[src/rtl/fp32_pkg.sv]
// Shared FP32 types and constants for the step unit datapath.
package fp32_pkg;

  typedef struct packed {
    logic        sign;
    logic [7:0]  exp;
    logic [22:0] man;
  } fp32_t;

  localparam logic [31:0] FP32_QNAN    = 32'h7FC00000;
  localparam logic [7:0]  FP32_EXP_MAX = 8'hFF;
  localparam int unsigned FP32_BIAS    = 127;

  // Operand A class, resolved in stage 1 and carried to the pack stage.
  typedef enum logic [1:0] {
    KIND_NORM,
    KIND_PASS_B,
    KIND_PASS_A,
    KIND_NAN
  } kind_e;

endpackage

[src/rtl/lzc28.sv]
// Combinational 28-bit leading-zero counter; an all-zero input yields 28.
module lzc28 (
  input  logic [27:0] din,
  output logic [4:0]  count
);

  // Scanning upward lets the highest set bit win without a found flag.
  always_comb begin
    count = 5'd28;
    for (int unsigned i = 0; i < 28; i++) begin
      if (din[i]) count = 5'(27 - i);
    end
  end

endmodule

[src/rtl/fp32_step_unit.sv]
// 4-stage elastic FP32 a +/- STEP unit with tag sideband and status flags.
// Define FP32_STEP_RNE_EN for round-to-nearest-even; otherwise results truncate.
module fp32_step_unit
  import fp32_pkg::*;
#(
  parameter logic [31:0] STEP  = 32'h3F800000,
  parameter int unsigned TAG_W = 4
) (
  input  logic             clk_i,
  input  logic             rstn_i,
  input  logic             valid_i,
  output logic             ready_o,
  input  logic             op_i,
  input  logic [31:0]      a_i,
  input  logic [TAG_W-1:0] tag_i,
  output logic             valid_o,
  input  logic             ready_i,
  output logic [31:0]      result_o,
  output logic [TAG_W-1:0] tag_o,
  output logic [2:0]       flags_o
);

  if (STEP[30:23] == 8'h00 || STEP[30:23] == FP32_EXP_MAX) begin : g_bad_step
    $error("fp32_step_unit: STEP must be finite, normal and nonzero");
  end
  if (TAG_W < 1) begin : g_bad_tag
    $error("fp32_step_unit: TAG_W must be at least 1");
  end

  logic advance;
  logic v1, v2, v3;

  assign advance = ready_i | ~valid_o;
  assign ready_o = advance;

  // Stage 1: unpack, classify A, order by magnitude.
  fp32_t a_f, b_f, big_f, small_f;
  kind_e a_kind;
  logic  a_big;

  always_comb begin
    a_f    = a_i;
    b_f    = {STEP[31] ^ op_i, STEP[30:0]};
    a_kind = KIND_NORM;
    if (a_f.exp == '0) begin
      a_kind = KIND_PASS_B;
    end else if (a_f.exp == FP32_EXP_MAX) begin
      a_kind = (a_f.man == '0) ? KIND_PASS_A : KIND_NAN;
    end
    a_big   = {a_f.exp, a_f.man} >= {b_f.exp, b_f.man};
    big_f   = a_big ? a_f : b_f;
    small_f = a_big ? b_f : a_f;
  end

  kind_e             s1_kind;
  logic [31:0]       s1_pass;
  logic              s1_sign, s1_sub;
  logic [7:0]        s1_exp, s1_diff;
  logic [23:0]       s1_big_man, s1_small_man;
  logic [TAG_W-1:0]  s1_tag;

  always_ff @(posedge clk_i) begin
    if (advance) begin
      s1_kind      <= a_kind;
      s1_pass      <= (a_kind == KIND_PASS_A) ? a_i : b_f;
      s1_sign      <= big_f.sign;
      s1_exp       <= big_f.exp;
      s1_big_man   <= {1'b1, big_f.man};
      s1_small_man <= {1'b1, small_f.man};
      s1_diff      <= big_f.exp - small_f.exp;
      s1_sub       <= a_f.sign ^ b_f.sign;
      s1_tag       <= tag_i;
    end
  end

  // Stage 2: align Small into {man, guard, round, sticky}.
  logic [26:0] small_ext, shifted, lost_mask, aligned;

  always_comb begin
    small_ext = {s1_small_man, 3'b000};
    shifted   = small_ext >> s1_diff;
    lost_mask = ~({27{1'b1}} << s1_diff);
    if (s1_diff >= 8'd26) begin
      aligned = 27'd1;
    end else begin
      aligned = {shifted[26:1], shifted[0] | (|(small_ext & lost_mask))};
    end
  end

  kind_e             s2_kind;
  logic [31:0]       s2_pass;
  logic              s2_sign, s2_sub;
  logic [7:0]        s2_exp;
  logic [26:0]       s2_big, s2_small;
  logic [TAG_W-1:0]  s2_tag;

  always_ff @(posedge clk_i) begin
    if (advance) begin
      s2_kind  <= s1_kind;
      s2_pass  <= s1_pass;
      s2_sign  <= s1_sign;
      s2_sub   <= s1_sub;
      s2_exp   <= s1_exp;
      s2_big   <= {s1_big_man, 3'b000};
      s2_small <= aligned;
      s2_tag   <= s1_tag;
    end
  end

  // Stage 3: magnitude add/subtract; Big >= Small so the difference is never negative.
  logic [27:0] sum;
  logic [4:0]  sum_lzc;

  assign sum = s2_sub ? ({1'b0, s2_big} - {1'b0, s2_small})
                      : ({1'b0, s2_big} + {1'b0, s2_small});

  lzc28 u_lzc (
    .din   (sum),
    .count (sum_lzc)
  );

  kind_e             s3_kind;
  logic [31:0]       s3_pass;
  logic              s3_sign;
  logic [7:0]        s3_exp;
  logic [27:0]       s3_sum;
  logic [4:0]        s3_lzc;
  logic [TAG_W-1:0]  s3_tag;

  always_ff @(posedge clk_i) begin
    if (advance) begin
      s3_kind <= s2_kind;
      s3_pass <= s2_pass;
      s3_sign <= s2_sign;
      s3_exp  <= s2_exp;
      s3_sum  <= sum;
      s3_lzc  <= sum_lzc;
      s3_tag  <= s2_tag;
    end
  end

  // Stage 4: shifting by the LZC puts the leading 1 at bit 27, so a carry
  // (lzc=0) and a left normalise share exp = big_exp + 1 - lzc.
  logic [27:0]        norm;
  logic               sum_zero;
  logic signed [9:0]  exp_n, exp_r;
  logic [22:0]        frac_r;
  logic [31:0]        res_n;
  logic [2:0]         flags_n;
`ifdef FP32_STEP_RNE_EN
  logic               round_up, rnd_carry;
`endif

  always_comb begin
    norm     = s3_sum << s3_lzc;
    sum_zero = ~|norm;
    exp_n    = $signed({2'b00, s3_exp}) + 10'sd1 - $signed({5'b00000, s3_lzc});
`ifdef FP32_STEP_RNE_EN
    round_up               = norm[3] & (norm[2] | (|norm[1:0]) | norm[4]);
    {rnd_carry, frac_r}    = {1'b0, norm[26:4]} + {23'd0, round_up};
    exp_r                  = exp_n + $signed({9'd0, rnd_carry});
`else
    frac_r = norm[26:4];
    exp_r  = exp_n;
`endif
    res_n   = {s3_sign, exp_r[7:0], frac_r};
    flags_n = 3'b000;
    case (s3_kind)
      KIND_NAN: begin
        res_n   = FP32_QNAN;
        flags_n = 3'b100;
      end
      KIND_PASS_A, KIND_PASS_B: begin
        res_n = s3_pass;
      end
      default: begin
        if (sum_zero) begin
          res_n   = '0;
          flags_n = 3'b001;
        end else if (exp_r <= 10'sd0) begin
          res_n   = {s3_sign, 31'd0};
          flags_n = 3'b001;
        end else if (exp_r >= 10'sd255) begin
          res_n   = {s3_sign, FP32_EXP_MAX, 23'd0};
          flags_n = 3'b010;
        end
      end
    endcase
  end

  always_ff @(posedge clk_i or negedge rstn_i) begin
    if (!rstn_i) begin
      v1       <= 1'b0;
      v2       <= 1'b0;
      v3       <= 1'b0;
      valid_o  <= 1'b0;
      result_o <= '0;
      tag_o    <= '0;
      flags_o  <= '0;
    end else if (advance) begin
      v1      <= valid_i;
      v2      <= v1;
      v3      <= v2;
      valid_o <= v3;
      if (v3) begin
        result_o <= res_n;
        tag_o    <= s3_tag;
        flags_o  <= flags_n;
      end
    end
  end

endmodule
[config.mk]
export PLATFORM = sky130hd
export DESIGN_NAME = fp32_step_unit
export DESIGN_NICKNAME = d
export VERILOG_FILES = /design/src/rtl/fp32_pkg.sv /design/src/rtl/lzc28.sv /design/src/rtl/fp32_step_unit.sv
export SDC_FILE = /design/constraint.sdc
export NUM_CORES = 1
export LEC_CHECK = 0
export CORE_MARGIN = 2
export CORE_UTILIZATION = 43
export CTS_CLUSTER_DIAMETER = 30
export DETAILED_ROUTE_END_ITERATION = 7
export GPL_ROUTABILITY_DRIVEN = 0
export GPL_TIMING_DRIVEN = 0
export SKIP_CTS_REPAIR_TIMING = 1
export SLEW_MARGIN = 0
export SYNTH_ARGS = -nofsm -noshare
export SYNTH_HDL_FRONTEND = slang
export SYNTH_SLANG_ARGS = --single-unit
[constraint.sdc]
create_clock -name clk_i -period 18.7 [get_ports clk_i]
set_clock_uncertainty 0.15 [all_clocks]
set_input_delay 2.805 -clock clk_i [delete_from_list [all_inputs] [get_ports clk_i]]
set_output_delay 2.805 -clock clk_i [all_outputs]
set_load 0.005 [all_outputs]
# Word level (Yosys, flattened, before mapping)
# Cells that the tools add are included.
# classes
n_bitwise,6
n_reduce_logical,10
n_addsub,5
eq_ne,5
muxes,42
shift,3
n_lt_le_gt_ge,4
# ops
cell,n
2-to-1 mux 32 bit,3
2-to-1 mux 31 bit,3
2-to-1 mux 4 bit,16
case mux 32 bit (2 select lines),1
greater-or-equal comparator 31 x 30 -> 1 bit (second input constant),1
adder 27 x 27 -> 28 bit,1
2-to-1 mux 28 bit,1
OR reduction 28 bit,1
<< shifter 28 x 5 -> 28 bit,1
subtractor 27 x 27 -> 28 bit,1
AND 27 bit,1
NOT 27 bit,1
OR reduction 27 bit,1
<< shifter 27 x 8 -> 27 bit (first input constant),1
right shift 27 x 8 -> 27 bit,1
2-to-1 mux 3 bit,8
logical NOT 23 bit,1
OR reduction 16 bit,1
2-to-1 mux 2 bit,7
greater-or-equal comparator 10 x 9 -> 1 bit (second input constant),1
less-or-equal comparator 10 x 1 -> 1 bit (second input constant),1
subtractor 9 x 5 -> 10 bit,1
adder 8 x 1 -> 9 bit (second input constant),1
== test 8 bit (second input constant),1
14 further kinds,19
# totals
regBits,323
word_cells,111
in_bits,41
output_inout_bits,41

# Depth between registers and ports, before layout
# Gate-level depths: netlist (run 1).
# logic_depth
depth_word,29
depth_mapped,16
depth_no_buf,15

# Modules after synthesis
# A second synthesis (run 1) with hierarchy kept.
# hier_totals
hier_cells,1565
area_unflattened_um2,17413.0
# modules_own_cells
mod,n_inst,area_per_inst_um2,cells_each,seq_area_each_um2
fp32_step_unit,1,17076.4,1505,9484.1
lzc28,1,336.6,60,0.0

# Least setup slack after synthesis (run 1)
# No wires, ideal clock.
# synth_path
path_type,input to register
start,input port ready_i
end,register result_o[24]
t_arrival_ns,13.408
setup_slack_ns,4.984
required_time_ns,18.393
setup_time_ns,0.157
path_stages,5
path_cell_list,nand2b_1 -> clkbuf_1 -> nand2_1 -> a21oi_1 -> a31oi_1
# synth_via
elab_chain_len,2
# synth_rtl
element,line_no,text
"start, declared",fp32_step_unit.sv:17,"input logic ready_i,"
OR 1 bit,fp32_step_unit.sv:33,assign advance = ready_i | ~valid_o;
via ready_o,fp32_step_unit.sv:12,"output logic ready_o,"
AND reduction 2 bit (no line),-,
"end signal, assigned",fp32_step_unit.sv:206,result_o <= res_n;
"end, declared",fp32_step_unit.sv:18,"output logic [31:0] result_o,"
# The timed path passes the listed nets, and every way through them passes these cells.
# A chain may end at the register's enable or synchronous reset.

# Worst setup path in the final report (run 1)
# layout_path
start,input port ready_i
end,output port ready_o
# layout_via
elab_chain_len,1
# layout_rtl
element,line_no
OR 1 bit,fp32_step_unit.sv:33
"end, declared",fp32_step_unit.sv:12
# Every way passes these cells.

==> results of run 1 <==
worst paths after layout:
kind                                  start      endpoint  slack (ns)  depth (start not counted)
min in group asynchronous            rstn_i  result_o[15]        2.07                          1
worst max register to register    s3_lzc[2]  result_o[13]       13.75                         15
worst min register to register  s1_pass[26]   s2_pass[26]        0.26                          0
worst max-delay path                ready_i       ready_o        9.95                          8
max in group asynchronous            rstn_i  result_o[29]       15.81                          2
worst min-delay path            s1_pass[26]   s2_pass[26]        0.26                          0
worst max-delay path: cells and delay by family:
family        cells  cell delay (ns)
simple gates      1             0.09
buf+inv           7             2.71
power groups by stage:
stage | Clock (W) | Sequential (W) | Combinational, W
after floorplan | 0 | 0.00122 | 0.00116
after global placement | 0 | 0.00128 | 0.00161
after detailed placement | 0 | 0.00121 | 0.00164
after CTS | 0.00124 | 0.00120 | 0.00165
after global routing | 0.00128 | 0.00123 | 0.00183
final | 0.00122 | 0.00120 | 0.00167
synth_stat cells, drive strengths merged, types with 6 or more instances:
library cell / instances / area (µm²)
nor3: 39 / 195
o21a: 14 / 105
a211o: 9 / 78.8
a31oi: 17 / 106
buf: 23 / 131
nand2: 127 / 477
mux4: 41 / 923
nand4: 10 / 68.8
clkbuf: 69 / 259
a211oi: 22 / 165
and2: 37 / 231
a21oi: 89 / 457
mux2: 16 / 180
o211ai: 14 / 105
or3: 6 / 37.5
nand3: 24 / 120
xnor2: 16 / 140
a21o: 14 / 105
a221o: 13 / 130
inv: 77 / 289
o31ai: 14 / 119
nor3b: 9 / 78.8
nor2: 136 / 510
o2bb2ai: 6 / 52.6
edfxtp: 280 / 8410
ha: 64 / 801
o21bai: 6 / 45.0
o21ai: 67 / 335
o22ai: 14 / 87.6
nor2b: 43 / 269
and3: 25 / 161
nand2b: 17 / 106
dfrtp: 43 / 1080
nor4: 23 / 144
mux2i: 32 / 320
o31a: 6 / 52.6
or4: 6 / 48.8
or2: 8 / 50.1
xor2: 14 / 123
a2111oi: 10 / 93.8
and4: 8 / 70.1
logic make-up after synthesis:
kind of cell / after synthesis
AO/OA/AOI/OAI: 360
XOR/XNOR: 30
adder cells (fa/ha/maj): 66
buffers and inverters: 169
flip-flops: 323
multiplexers: 89
other: 2
AND/OR/NAND/NOR: 530
per-stage QoR:
step                total power, W   util  setup slack [ns]
global route               0.00434  0.537              9.74
CTS                        0.00410  0.537              9.92
global placement           0.00288  0.475            -0.814
finish                     0.00409  0.537              9.95
floorplan                  0.00238      -              4.98
detailed placement         0.00285  0.478              9.92
final cells by class:
type                       instances  area [µm²]  area share
sequential                       323        9480       0.432
inverter                          77         289      0.0132
buffer                            92         394      0.0180
clock buffer                      84        1850      0.0845
timing repair buffer              86         936      0.0426
tap                              532         666      0.0303
clock inverter                    44         564      0.0257
multi-input combinational       1105        7760       0.353
sequential cells by signal, summed over array words and instances, names as in the netlist, 3 cells and up:
register      cells
flags_o           3
result_o         32
s1_big_man       23
s1_diff           8
s1_exp            8
s1_pass          32
s1_small_man     23
s1_tag            4
s2_big           23
s2_exp            8
s2_pass          32
s2_small         27
s2_tag            4
s3_exp            8
s3_lzc            5
s3_pass          32
s3_sum           28
s3_tag            4
tag_o             4
layer usage:
metal / vias to the layer above / global-route usage / share of wire
met1: 6296 / 0.269 / 0.43
li1: 6308 / - / -
met5: - / 0 / 0
met3: 112 / 0.0374 / 0.060
met2: 513 / 0.326 / 0.47
met4: 0 / 0.0899 / 0.037
==> impl_metrics.env, run 1 <==
export IMPL_synth_compound_area_share=0.137
export IMPL_coreArea_um2=40800
export IMPL_grt_overflow=0
export IMPL_rsz0062_at_grt="no"
export IMPL_synth_simple_area_share=0.151
export IMPL_fin_crit_ns=8.75
export IMPL_synth_xor_area_share=0.0147
export IMPL_setup_viol=0
export IMPL_cts_tree="done"
export IMPL_die_w_um=208
export IMPL_die_h_um=208
export IMPL_cp_slowest_stage_delay_ns=0.56
export IMPL_grt_pass1_wl_um=70600
export IMPL_synth_cells=1569
export IMPL_drt_iter0_markers=1261
export IMPL_postLayoutCellArea_um2=21900
export IMPL_ys_seq_elements=323
export IMPL_die_area_um2=43100
export IMPL_netSwitchingPower_w=0.00152
export IMPL_cap_violations=0
export IMPL_dr_pass1_iters=6
export IMPL_max_slew_margin=0.319
export IMPL_arrival_ns=5.79
export IMPL_synth_cell_area_um2=17800
export IMPL_synth_top_flop_cell="edfxtp_1"
export IMPL_pwr_share_clk=0.299
export IMPL_antenna_found_initial=0
export IMPL_tightest_slew_ns=0.995
export IMPL_ioPinCount=82
export IMPL_start_util=0.436
export IMPL_ir_drop_uv=73.6
export IMPL_grt_pass1_vias=13201
export IMPL_synth_area_mux_share=0.0799
export IMPL_drt_total_wl_um=43500
export IMPL_cts_max_level=3
export IMPL_critPathRequiredTime_ns=15.75
export IMPL_critPathMaxFanout=69
export IMPL_drive_above_1_share=0.117
export IMPL_yosys_warnings=0
export IMPL_worst_hold_path_type="reg -> reg"
export IMPL_vias_per_cell=5.65
export IMPL_fillCellCount=3529
export IMPL_p_seq_frac=0.294
export IMPL_p_sw_frac=0.372
export IMPL_root_buffer="clkbuf_16"
export IMPL_hold_viol_final=0
export IMPL_p_int_w=0.00257
export IMPL_hold_ws_ns=0.259
export IMPL_avgRoutedWirePerCell_um=18.6
export IMPL_synth_top_family_by_area="simple AND/OR/NAND/NOR gates"
export IMPL_clk_pin_slew_ns=0.05
export IMPL_clk_path_buf_depth=3
export IMPL_route_detailed_drc=0
export IMPL_max_freq_mhz=114
export IMPL_end_kind="output port"
export IMPL_placedCellCount=2215
export IMPL_cp_common_cell="buf_16"
export IMPL_cts_inserted_buffers=70
export IMPL_rows=74
export IMPL_crit_chain="clkdlybuf4s50_1 > nand2b_1 > clkbuf_4 > buf_16 > buf_16 > buf_16 > buf_16 > clkdlybuf4s50_1"
export IMPL_final_common_cell="edfxtp_1"
export IMPL_final_nets=1862
export IMPL_synth_distinct_cells=80
export IMPL_syn2layout_area_growth_pct=23.2
export IMPL_via_count=13229
export IMPL_p_per_area_nw_per_um2=186
export IMPL_io_buffers=81
export IMPL_async_reset_ff_frac=0.133
export IMPL_outcome="completed"
export IMPL_dpl_hpwl_um=31900
export IMPL_detail_route_antenna_nets=0
export IMPL_grt_max_degree=70
export IMPL_crit_type="in -> out"
export IMPL_worstSkewPairLatency_ns=0.57
export IMPL_clkSinkCount=323
export IMPL_syn_mean_instance_area_um2=11.4
export IMPL_grt_use_total=0.203
export IMPL_combPwrFrac=0.407
export IMPL_final_setup_tns_ns=0
export IMPL_synthAdderAreaFrac=0.0472
export IMPL_synth_edf_count=280
export IMPL_layout_common_cells="edfxtp_1, nor2_1, nand2_1, a21oi_1, clkdlybuf4s50_1"
export IMPL_placed_cell_area_um2=19500
export IMPL_p_leak_nw=8.35
export IMPL_slowest_stage="clkdlybuf4s50_1"
export IMPL_start_kind="primary input"
export IMPL_fin_crit_sh=0.468
export IMPL_final_cells=2343
export IMPL_antenna_cells=0
export IMPL_maxSlewViolCount=0
export IMPL_ys_seq_area_frac=0.532
(Power assumes the default switching activity.)
==> inputs of run 2 (changes only) <==
- clock period: 18.7 -> 8.2 ns (I/O delays scaled with it)
==> run 2 against run 1 <==
Compared with the run above: global-route usage is essentially flat; clock-buffer cell count shrank 1; first-iteration DRC count shrank 7.5%; critical path depth shrank 2; total power grew 130%; clock power grew 130%; final cell count is essentially flat; setup slack lost 7.1 ns; largest power group unchanged; critical endpoint unchanged.
==> impl_metrics.env, run 2 (synthesis gave the netlist of run 1 again) <==
export IMPL_cap_violations=0
export IMPL_postLayoutCellArea_um2=21900
export IMPL_outcome="completed"
export IMPL_setup_slack_ns=2.81
export IMPL_drive_above_1_share=0.114
export IMPL_max_slew_margin=0.360
export IMPL_cts_tree="done"
export IMPL_grt_pass1_vias=13101
export IMPL_cts_inserted_buffers=72
export IMPL_fillCellCount=3497
export IMPL_die_area_um2=43100
export IMPL_rsz0062_at_grt="no"
export IMPL_dr_pass1_iters=5
export IMPL_max_freq_mhz=186
export IMPL_critPathRequiredTime_ns=6.82
export IMPL_grt_overflow=0
export IMPL_root_buffer="clkbuf_16"
export IMPL_detail_route_antenna_nets=0
export IMPL_clk_path_buf_depth=3
export IMPL_hold_ws_ns=0.255
export IMPL_vias_per_cell=5.63
export IMPL_drt_total_wl_um=43300
export IMPL_final_setup_tns_ns=0
export IMPL_die_w_um=208
export IMPL_dpl_hpwl_um=31600
export IMPL_setup_viol=0
export IMPL_antenna_cells=0
export IMPL_maxSlewViolCount=0
export IMPL_start_kind="primary input"
export IMPL_route_detailed_drc=0
export IMPL_start_util=0.436
export IMPL_post_place_ws_ns=2.78
export IMPL_grt_pass1_wl_um=70200
export IMPL_grt_use_total=0.203
export IMPL_p_per_area_nw_per_um2=425
export IMPL_rows=74
export IMPL_final_nets=1862
export IMPL_worstSkewPairLatency_ns=0.59
export IMPL_io_buffers=81
export IMPL_final_common_cell="edfxtp_1"
export IMPL_fin_crit_sh=0.657
export IMPL_clk_pin_slew_ns=0.04
export IMPL_ioPinCount=82
export IMPL_cts_max_level=3
export IMPL_clkSinkCount=323
export IMPL_die_h_um=208
export IMPL_grt_max_degree=123
export IMPL_antenna_found_initial=0
export IMPL_p_leak_nw=8.33
export IMPL_crit_type="in -> out"
export IMPL_coreArea_um2=40800
export IMPL_tightest_slew_ns=0.936
export IMPL_critPathMaxFanout=122
export IMPL_ir_drop_uv=167
export IMPL_avgRoutedWirePerCell_um=18.5
export IMPL_fin_crit_ns=5.39
export IMPL_layout_common_cells="edfxtp_1, nor2_1, nand2_1, a21oi_1, clkdlybuf4s50_1"
export IMPL_via_count=13203
export IMPL_hold_viol_final=0
export IMPL_end_kind="output port"
export IMPL_placed_cell_area_um2=19500
export IMPL_drt_iter0_markers=1167
export IMPL_arrival_ns=4.01
export IMPL_worst_hold_path_type="reg -> reg"
export IMPL_syn2layout_area_growth_pct=23.0
[run 2: final timing paths]
path	startpoint	to	slack, ns	cells after the start
max	ready_i	ready_o	2.81	6
min	s2_tag[3]	s3_tag[3]	0.26	0
max reg2reg	s3_lzc[2]	result_o[14]	3.16	15
min reg2reg	s2_tag[3]	s3_tag[3]	0.26	0
max in group asynchronous	rstn_i	result_o[26]	6.96	2
min in group asynchronous	rstn_i	result_o[5]	0.42	1
[run 2: worst max-delay path, cell delays in order]
cell,delay (ns)
clkdlybuf4s50_1,0.45
nand2b_1,0.11
clkbuf_8,0.57
buf_16,0.39
buf_16,0.43
clkdlybuf4s50_1,0.62
[run 2: per-stage QoR]
stage               power, W   util  instances
floorplan            0.00536      -       1597
global placement     0.00649  0.475       2210
detailed placement   0.00649  0.477       2213
CTS                  0.00934  0.537       2345
global route         0.00989  0.537       2345
finish               0.00932  0.537       2345
[run 2: cell type report]
| cell class | instances | area, µm² | share of cell area |
|---|---|---|---|
| clock inverter | 49 | 571 | 0.0260 |
| buffer | 92 | 400 | 0.0183 |
| timing repair buffer | 84 | 881 | 0.0402 |
| inverter | 77 | 289 | 0.0132 |
| clock buffer | 83 | 1860 | 0.0851 |
| tap | 532 | 666 | 0.0304 |
| sequential | 323 | 9480 | 0.433 |
| multi-input combinational | 1105 | 7760 | 0.354 |
[run 2: per-layer routing]
layer,wire length (µm),global-route usage,vias up
met1,19000,0.270,6313
li1,-,-,6297
met5,0,0,-
met2,20500,0.326,479
met4,1500,0.0867,0
met3,2400,0.0371,114
[run 2: power breakdown]
| part | leakage, nW | switching, W | internal [W] |
|---|---|---|---|
| sequential | 3.38 | 0.000286 | 0.00245 |
| combinational | 3.78 | 0.00227 | 0.00151 |
| clock | 1.17 | 0.000906 | 0.00189 |
| total | 8.33 | 0.00346 | 0.00586 |
